===== src/rtl/axi_boxcar_hold_pkg.sv =====
// Shared types and helpers for the boxcar-average / zero-order-hold stage.
//   sc16_t        : packed complex sample, I in [31:16], Q in [15:0]
//   out_state_e   : output-side holding register state
//   acc_w()       : accumulator width needed for a MAX_N-word sum
//   shift_for_n() : ceil(log2(n)), the normalising shift for an n-word sum
//   clamp_factor(): maps a raw rate factor into 1..max
package axi_boxcar_hold_pkg;

  localparam int SAMPLE_W = 16;
  localparam int SHIFT_W  = 5;

  typedef struct packed {
    logic signed [SAMPLE_W-1:0] i;
    logic signed [SAMPLE_W-1:0] q;
  } sc16_t;

  typedef enum logic {
    OUT_EMPTY = 1'b0,
    OUT_HOLD  = 1'b1
  } out_state_e;

  function automatic int acc_w(input int max_n);
    return SAMPLE_W + $clog2(max_n);
  endfunction

  // Bounded loop so it stays synthesizable; covers any n up to 2^16.
  function automatic logic [SHIFT_W-1:0] shift_for_n(input int n);
    logic [SHIFT_W-1:0] s;
    s = '0;
    for (int k = 0; k < 16; k++) begin
      if ((1 << k) < n) s = SHIFT_W'(k + 1);
    end
    return s;
  endfunction

  // A factor of 0 means 1; anything above the built-in maximum saturates.
  function automatic int clamp_factor(input int v, input int max_v);
    if (v == 0) return 1;
    if (v > max_v) return max_v;
    return v;
  endfunction

endpackage


===== src/rtl/axi_boxcar_hold_acc.sv =====
// One rail (I or Q) of the boxcar averager.
//   clk, reset_n : clock, asynchronous active-low reset
//   clear        : synchronous flush of the running sum
//   acc_en       : a word is accepted this cycle
//   acc_zero     : the accepted word ends the group (complete or discarded)
//   shift        : normalising shift ceil(log2 N) for the current group
//   din          : signed input sample
//   avg          : rounded average of the running sum plus din; only
//                  meaningful on the cycle the group completes
module axi_boxcar_hold_acc
  import axi_boxcar_hold_pkg::*;
#(
  parameter int ACC_W = 20
) (
  input  logic                       clk,
  input  logic                       reset_n,
  input  logic                       clear,
  input  logic                       acc_en,
  input  logic                       acc_zero,
  input  logic [SHIFT_W-1:0]         shift,
  input  logic signed [SAMPLE_W-1:0] din,
  output logic signed [SAMPLE_W-1:0] avg
);

  logic signed [ACC_W-1:0] acc_q, acc_d;
  logic signed [ACC_W-1:0] sum;
  logic signed [ACC_W-1:0] rnd;
  logic signed [ACC_W-1:0] rounded;

  // The completing word is folded in combinationally so the average is
  // ready on the same clock as the Nth accept.
  assign sum = acc_q + {{(ACC_W-SAMPLE_W){din[SAMPLE_W-1]}}, din};

  // Round half up: add 2^(s-1) before the arithmetic shift. ACC_W leaves
  // room for this even with MAX_N full-scale words, and a sum of N words
  // shifted by ceil(log2 N) always fits back into 16 bits.
  always_comb begin
    rnd = '0;
    if (shift != '0) rnd[shift - 1'b1] = 1'b1;
  end

  assign rounded = sum + rnd;
  assign avg     = SAMPLE_W'(rounded >>> shift);

  always_comb begin
    acc_d = acc_q;
    if (clear) begin
      acc_d = '0;
    end else if (acc_en) begin
      acc_d = acc_zero ? '0 : sum;
    end
  end

  always_ff @(posedge clk or negedge reset_n) begin
    if (!reset_n) acc_q <= '0;
    else          acc_q <= acc_d;
  end

endmodule


===== src/rtl/axi_boxcar_hold.sv =====
// Rate-change stage: averages each group of N sc16 words (boxcar) and
// presents the result M times (zero-order hold), giving a net rate of M/N.
// Ports:
//   clk, reset_n      : clock, asynchronous active-low reset
//   clear             : synchronous flush of groups and held output
//   n, m              : decimation and hold factors, latched per group
//   i_tdata/tlast/tvalid/tready : input AXI-Stream (sc16, I=[31:16])
//   o_tdata/tlast/tvalid/tready : output AXI-Stream
//   dropped_partial   : one-cycle pulse when i_tlast cuts a group short
module axi_boxcar_hold
  import axi_boxcar_hold_pkg::*;
#(
  parameter  int MAX_N = 16,
  parameter  int MAX_M = 16,
  localparam int N_W   = $clog2(MAX_N + 1),
  localparam int M_W   = $clog2(MAX_M + 1)
) (
  input  logic           clk,
  input  logic           reset_n,
  input  logic           clear,
  input  logic [N_W-1:0] n,
  input  logic [M_W-1:0] m,
  input  logic [31:0]    i_tdata,
  input  logic           i_tlast,
  input  logic           i_tvalid,
  output logic           i_tready,
  output logic [31:0]    o_tdata,
  output logic           o_tlast,
  output logic           o_tvalid,
  input  logic           o_tready,
  output logic           dropped_partial
);

  localparam int ACC_W = acc_w(MAX_N);

  sc16_t din;
  assign din = i_tdata;

  // Input-side group tracking
  logic             rdy_en_q, rdy_en_d;
  logic [N_W-1:0]   in_cnt_q, in_cnt_d;
  logic [N_W-1:0]   n_lat_q, n_lat_d;
  logic [M_W-1:0]   m_lat_q, m_lat_d;
  logic             drop_q, drop_d;

  logic [N_W-1:0]   n_eff, n_cur, in_cnt_inc;
  logic [M_W-1:0]   m_eff, m_cur;
  logic             group_start;
  logic             last_of_group;
  logic             out_free;
  logic             accept;
  logic             complete;
  logic             partial;
  logic             acc_zero;
  logic [SHIFT_W-1:0] shift;

  // Output-side holding register
  out_state_e       state_q, state_d;
  sc16_t            out_data_q, out_data_d;
  logic             out_last_q, out_last_d;
  logic [M_W-1:0]   rep_cnt_q, rep_cnt_d;
  logic [M_W-1:0]   m_out_q, m_out_d;
  logic             final_rep;

  logic signed [SAMPLE_W-1:0] res_i, res_q;
  sc16_t            res;

  assign n_eff = N_W'(clamp_factor(int'(n), MAX_N));
  assign m_eff = M_W'(clamp_factor(int'(m), MAX_M));

  // An empty count means the next accepted word opens a group, so the live
  // factor inputs apply to it; afterwards the latched copies are used.
  assign group_start   = (in_cnt_q == '0);
  assign n_cur         = group_start ? n_eff : n_lat_q;
  assign m_cur         = group_start ? m_eff : m_lat_q;
  assign in_cnt_inc    = in_cnt_q + N_W'(1);
  assign last_of_group = (in_cnt_inc == n_cur);

  // m_out_q is the hold factor of the group now on the output, which can
  // differ from the one being accumulated.
  assign final_rep = (rep_cnt_q == m_out_q);
  assign out_free  = (state_q == OUT_EMPTY) | (o_tready & final_rep);

  // Only the word that would produce a result needs room at the output;
  // every other word of a group is taken unconditionally.
  assign i_tready = rdy_en_q & (~last_of_group | out_free);

  assign accept   = i_tvalid & i_tready & ~clear;
  assign complete = accept & last_of_group;
  assign partial  = accept & ~last_of_group & i_tlast;
  assign acc_zero = complete | partial;
  assign shift    = shift_for_n(int'(n_cur));

  axi_boxcar_hold_acc #(.ACC_W(ACC_W)) u_acc_i (
    .clk      (clk),
    .reset_n  (reset_n),
    .clear    (clear),
    .acc_en   (accept),
    .acc_zero (acc_zero),
    .shift    (shift),
    .din      (din.i),
    .avg      (res_i)
  );

  axi_boxcar_hold_acc #(.ACC_W(ACC_W)) u_acc_q (
    .clk      (clk),
    .reset_n  (reset_n),
    .clear    (clear),
    .acc_en   (accept),
    .acc_zero (acc_zero),
    .shift    (shift),
    .din      (din.q),
    .avg      (res_q)
  );

  always_comb begin
    res   = '0;
    res.i = res_i;
    res.q = res_q;
  end

  // Group control. An early i_tlast ends the group, so group tlast is only
  // ever carried by the Nth word; it is captured with the result below.
  always_comb begin
    rdy_en_d = 1'b1;
    in_cnt_d = in_cnt_q;
    n_lat_d  = n_lat_q;
    m_lat_d  = m_lat_q;
    drop_d   = 1'b0;
    if (clear) begin
      in_cnt_d = '0;
      n_lat_d  = '0;
      m_lat_d  = '0;
    end else if (accept) begin
      if (group_start) begin
        n_lat_d = n_eff;
        m_lat_d = m_eff;
      end
      in_cnt_d = acc_zero ? '0 : in_cnt_inc;
      drop_d   = partial;
    end
  end

  always_ff @(posedge clk or negedge reset_n) begin
    if (!reset_n) begin
      rdy_en_q <= 1'b0;
      in_cnt_q <= '0;
      n_lat_q  <= '0;
      m_lat_q  <= '0;
      drop_q   <= 1'b0;
    end else begin
      rdy_en_q <= rdy_en_d;
      in_cnt_q <= in_cnt_d;
      n_lat_q  <= n_lat_d;
      m_lat_q  <= m_lat_d;
      drop_q   <= drop_d;
    end
  end

  // Output FSM. A new result may only arrive while empty or in the same
  // clock the final repetition is taken, which the ready term guarantees.
  always_comb begin
    state_d    = state_q;
    out_data_d = out_data_q;
    out_last_d = out_last_q;
    rep_cnt_d  = rep_cnt_q;
    m_out_d    = m_out_q;
    if (clear) begin
      state_d    = OUT_EMPTY;
      out_data_d = '0;
      out_last_d = 1'b0;
      rep_cnt_d  = '0;
      m_out_d    = '0;
    end else begin
      unique case (state_q)
        OUT_EMPTY: begin
          if (complete) begin
            state_d    = OUT_HOLD;
            out_data_d = res;
            out_last_d = i_tlast;
            rep_cnt_d  = M_W'(1);
            m_out_d    = m_cur;
          end
        end
        OUT_HOLD: begin
          if (complete) begin
            state_d    = OUT_HOLD;
            out_data_d = res;
            out_last_d = i_tlast;
            rep_cnt_d  = M_W'(1);
            m_out_d    = m_cur;
          end else if (o_tready) begin
            if (final_rep) begin
              state_d    = OUT_EMPTY;
              out_last_d = 1'b0;
              rep_cnt_d  = '0;
            end else begin
              rep_cnt_d = rep_cnt_q + M_W'(1);
            end
          end
        end
        default: state_d = OUT_EMPTY;
      endcase
    end
  end

  always_ff @(posedge clk or negedge reset_n) begin
    if (!reset_n) begin
      state_q    <= OUT_EMPTY;
      out_data_q <= '0;
      out_last_q <= 1'b0;
      rep_cnt_q  <= '0;
      m_out_q    <= '0;
    end else begin
      state_q    <= state_d;
      out_data_q <= out_data_d;
      out_last_q <= out_last_d;
      rep_cnt_q  <= rep_cnt_d;
      m_out_q    <= m_out_d;
    end
  end

  assign o_tvalid        = (state_q == OUT_HOLD);
  assign o_tdata         = out_data_q;
  // tlast marks only the final repetition of a tlast-carrying group.
  assign o_tlast         = o_tvalid & out_last_q & final_rep;
  assign dropped_partial = drop_q;

endmodule

===== config.mk =====
export PLATFORM = sky130hd
export DESIGN_NAME = axi_boxcar_hold
export DESIGN_NICKNAME = d
export VERILOG_FILES = /design/src/rtl/axi_boxcar_hold_pkg.sv /design/src/rtl/axi_boxcar_hold_acc.sv /design/src/rtl/axi_boxcar_hold.sv
export SDC_FILE = /design/constraint.sdc
export NUM_CORES = 1
export LEC_CHECK = 0
export CAP_MARGIN = 20
export CORE_AREA = 5 5 156 158
export CTS_BUF_LIST = sky130_fd_sc_hd__clkbuf_4 sky130_fd_sc_hd__clkbuf_8
export DETAILED_ROUTE_END_ITERATION = 10
export DIE_AREA = 0 0 161 163
export SLEW_MARGIN = 30
export SYNTH_ARGS = -nofsm -noshare
export SYNTH_HDL_FRONTEND = slang
export SYNTH_SLANG_ARGS = --single-unit

===== constraint.sdc =====
create_clock -name clk -period 7 [get_ports clk]
set_clock_uncertainty 0.1 [all_clocks]
set_input_delay 1.05 -clock clk [delete_from_list [all_inputs] [get_ports clk]]
set_output_delay 1.05 -clock clk [all_outputs]
set_load 0.005 [all_outputs]

==> out/results.tsv <==
stage	metric	value	unit
critical_path	reg2reg setup slack	1.10	ns
synthesis	flop and latch count out of synthesis	101	
floorplanning	die width	161	µm
synthesis	Netlist cell types	96	
routing	DR vias	8201	
global_route	initial antenna violation count	0	
routing	post-route ant nets	0	
floorplanning	die area	26200	µm²
critical_path	max incr delay on CP	0.62	ns
power_and_ir_drop	VDD IR max	0.0886	mV
floorplanning	Initial Utilization	38.7	%
final_layout	synthesis-to-finish area growth	14.7	%
cts	CTS resizes	0	
floorplanning	Core Area	23000	µm²
global_route	total global-route track usage	19.2	%
final_layout	nets@finish	1200	
critical_path	critical path required time	7.20	ns
sta	Final Slew Violations	0	
critical_path	endpoint class of the critical path	flip-flop	
synthesis	post-synthesis sequential area ratio	28.4	%
critical_path	slowest cell on the critical path	or4b_4	
critical_path	CP dominant cell by count	nor2_1	
critical_path	worst-path fanout max	20	
placed_design	gpl congestion	0.893	
global_route	vias in the first global route	7764	
run_status	status	finished, final reports clean	
cts	clock-pin transition on the worst setup and hold timing paths	0.12	ns
critical_path	CP Buf/Inv Count	1	
critical_path	end of the worst register-to-register path	o_tdata[9]	
critical_path	Worst R2R Path Depth	25	
cts	TritonCTS Sinks	101	
final_layout	share of cells above drive strength 1	6.92	%
critical_path	Worst Setup Path Type	flip-flop to flip-flop	
sta	RSZ-0062 raised after global routing	no	
power_and_ir_drop	Pleak	0.00430	µW
global_route	first-pass GRT wire length	41.4	mm
routing	drt pass-1 iters	5	
worst_hold_path	hold-critical path depth	2	
sta	relative slew slack	43.3	%
worst_hold_path	HP Class	flip-flop to flip-flop	
cts	total CTS buffers	9	
sta	Final Hold Viols	0	
floorplanning	I/O Pins	84	
routing	DR DRC count	0	
cts	CTS Root Cell	clkbuf_8	
final_layout	Post-Layout Cell Count	1389	
cts	H-Tree Depth	3	
routing	Routed wire per std cell	18.5	µm
synthesis	Post-synth ARST share	100	%
critical_path	startpoint types	flip-flop	
global_route	largest net degree at the start of global routing	68	
floorplanning	Die Height	163	µm
cts	hold_buf cts	0	
final_layout	n_diodes	0	
sta	crit path time final	5.90	ns
worst_hold_path	Hold Crit Start	o_tdata[5]	
sta	fmax	170	MHz
cts	Worst-Skew Late Latency	0.40	ns
routing	WL final	25.7	mm
critical_path	r2r startpoint	in_cnt_q[0]	
synthesis	Synth Flop Type	dfrtp_1	
worst_hold_path	Worst Hold Endpoint	o_tdata[5]	
placed_design	placed cell count	1373	
cts	clk buf depth	2	
synthesis	post-synthesis instance total	1036	
sta	fin crit share	84.2	%
run	Max Cap Viol	0	
critical_path	CP delay by family, top	simple AND/OR/NAND/NOR gates	
floorplanning	row count	56	
synthesis	Post-Syn Area	8900	µm²
placed_design	IO buf count	83	
sta	slew at the pin closest to its max-slew limit	0.845	ns
sta	final setup fails	0	
sta	hold slack	0.385	ns
final_layout	filler cell count	2314	
sta	setup TNS	0	ns
placed_design	DP HPWL	19.2	mm
routing	via/cell ratio	5.90	
cts	postcts setup bufs	0	
routing	drt first-iter violations	572	
synthesis	yosys warns	0	
cts	CTS tree	done	
final_layout	post-layout util	44.4	%
synthesis	Syn Area/Cell	8.59	µm²
global_route	remaining global-route overflow	0	
power_and_ir_drop	PwrDens	159	nW/µm²
synthesis	EDFF count, synth	0	
critical_path	Crit path arrival time	6.10	ns
## report_power, final
group / leakage, µW / internal [µW] / switching [µW]
Clock: 0.000103 / 143 / 259
Sequential: 0.00139 / 599 / 13.5
Combinational: 0.00280 / 238 / 371
## sequential cells by signal, indices dropped and copies added (netlist names), 5 cells and up
register,flops
o_tdata,32
in_cnt_q,5
rep_cnt_q,5
u_acc_q.acc_q,20
u_acc_i.acc_q,20
m_out_q,5
m_lat_q,5
n_lat_q,5
## worst min-delay path, stage by stage, from the launching register on
cell     delay (ns)
dfrtp_1        0.37
nand2_1        0.05
nand2_1        0.05
## logic make-up after synthesis
group,Yosys count,share of synthesized area [%]
multiplexers,26,3.15
AND/OR/NAND/NOR,310,17.7
other,2,0.0844
adder cells (fa/ha/maj),60,8.55
flip-flops,101,28.4
AO/OA/AOI/OAI,387,31.1
buffers and inverters,76,3.75
XOR/XNOR,74,7.28
## synthesized netlist by cell type (7+ instances only)
| library cell | instances | area (µm²) |
|---|---|---|
| nor3_1 | 26 | 130 |
| xnor2_1 | 51 | 447 |
| o31ai_1 | 14 | 105 |
| clkbuf_1 | 34 | 128 |
| o21ai_0 | 66 | 330 |
| a21o_1 | 15 | 113 |
| a22o_1 | 42 | 368 |
| nand2b_1 | 13 | 81.3 |
| a21oi_1 | 69 | 345 |
| and2_1 | 8 | 50.1 |
| nand2_1 | 100 | 375 |
| a221oi_1 | 19 | 166 |
| nor2_1 | 78 | 293 |
| dfrtp_1 | 101 | 2530 |
| a211oi_1 | 25 | 188 |
| nand3b_1 | 8 | 60.1 |
| ha_1 | 56 | 701 |
| nor3b_1 | 13 | 97.6 |
| a22oi_1 | 7 | 52.6 |
| nand3_1 | 14 | 70.1 |
| inv_1 | 18 | 67.6 |
| o211ai_1 | 11 | 82.6 |
| mux2i_1 | 19 | 190 |
| o21a_1 | 18 | 135 |
| and3_1 | 7 | 43.8 |
| o221ai_1 | 7 | 61.3 |
| buf_2 | 18 | 90.1 |
| o21ai_1 | 17 | 85.1 |
| xor2_1 | 23 | 201 |
## layer usage
layer  vias up  track usage (%)  part of all wire (%)
li1       4040                -                     -
met4         0             4.85                   1.8
met1      3948             26.5                    47
met5         -                0                     0
met3        28             2.46                   4.1
met2       185             32.2                    47
## worst max path at each step
stage          depth (start not counted)     endpoint         from
5_1_grt                               23  o_tdata[29]  in_cnt_q[0]
4_1_cts                               25   o_tdata[9]  in_cnt_q[0]
6_report                              25   o_tdata[9]  in_cnt_q[0]
2_1_floorplan                         26   o_tdata[9]         n[2]
3_5_place_dp                          23   o_tdata[9]         n[4]
3_3_place_gp                          23   o_tdata[9]         n[4]
## cell usage in the layout (no fill, tap or decap), drive strengths merged, types with 6 or more instances in the layout
master,instances
a211oi,27
a21boi,6
a21o,15
a21oi,71
a221oi,21
a22o,42
a22oi,7
and2,10
and3,7
buf,20
clkbuf,9
clkdlybuf4s50,82
dfrtp,101
ha,56
inv,22
mux2,6
mux2i,20
nand2,102
nand2b,13
nand3,15
nand3b,8
nor2,80
nor3,27
nor3b,14
o211a,6
o211ai,13
o21a,18
o21ai,83
o221ai,7
o31ai,14
or4,6
xnor2,51
xor2,23
## metrics by stage
stage               setup WS, ns  cell area, µm²  power [µW]
floorplan                   1.14            8910        1050
global placement           0.824           10000        1230
detailed placement         0.740           10000        1230
CTS                         1.14           10200        1640
global route               0.736           10200        1730
finish                      1.10           10200        1620
## cell type report
class / instances / area (µm²) / area share, %
Clock buffer: 9 / 124 / 1.21
Timing Repair Buffer: 102 / 975 / 9.54
Inverter: 18 / 67.6 / 0.662
Clock inverter: 7 / 76.3 / 0.747
Multi-Input combinational cell: 862 / 6080 / 59.5
Tap cell: 290 / 363 / 3.55
Sequential cell: 101 / 2530 / 24.7
Power figures use the tool's default switching activity.
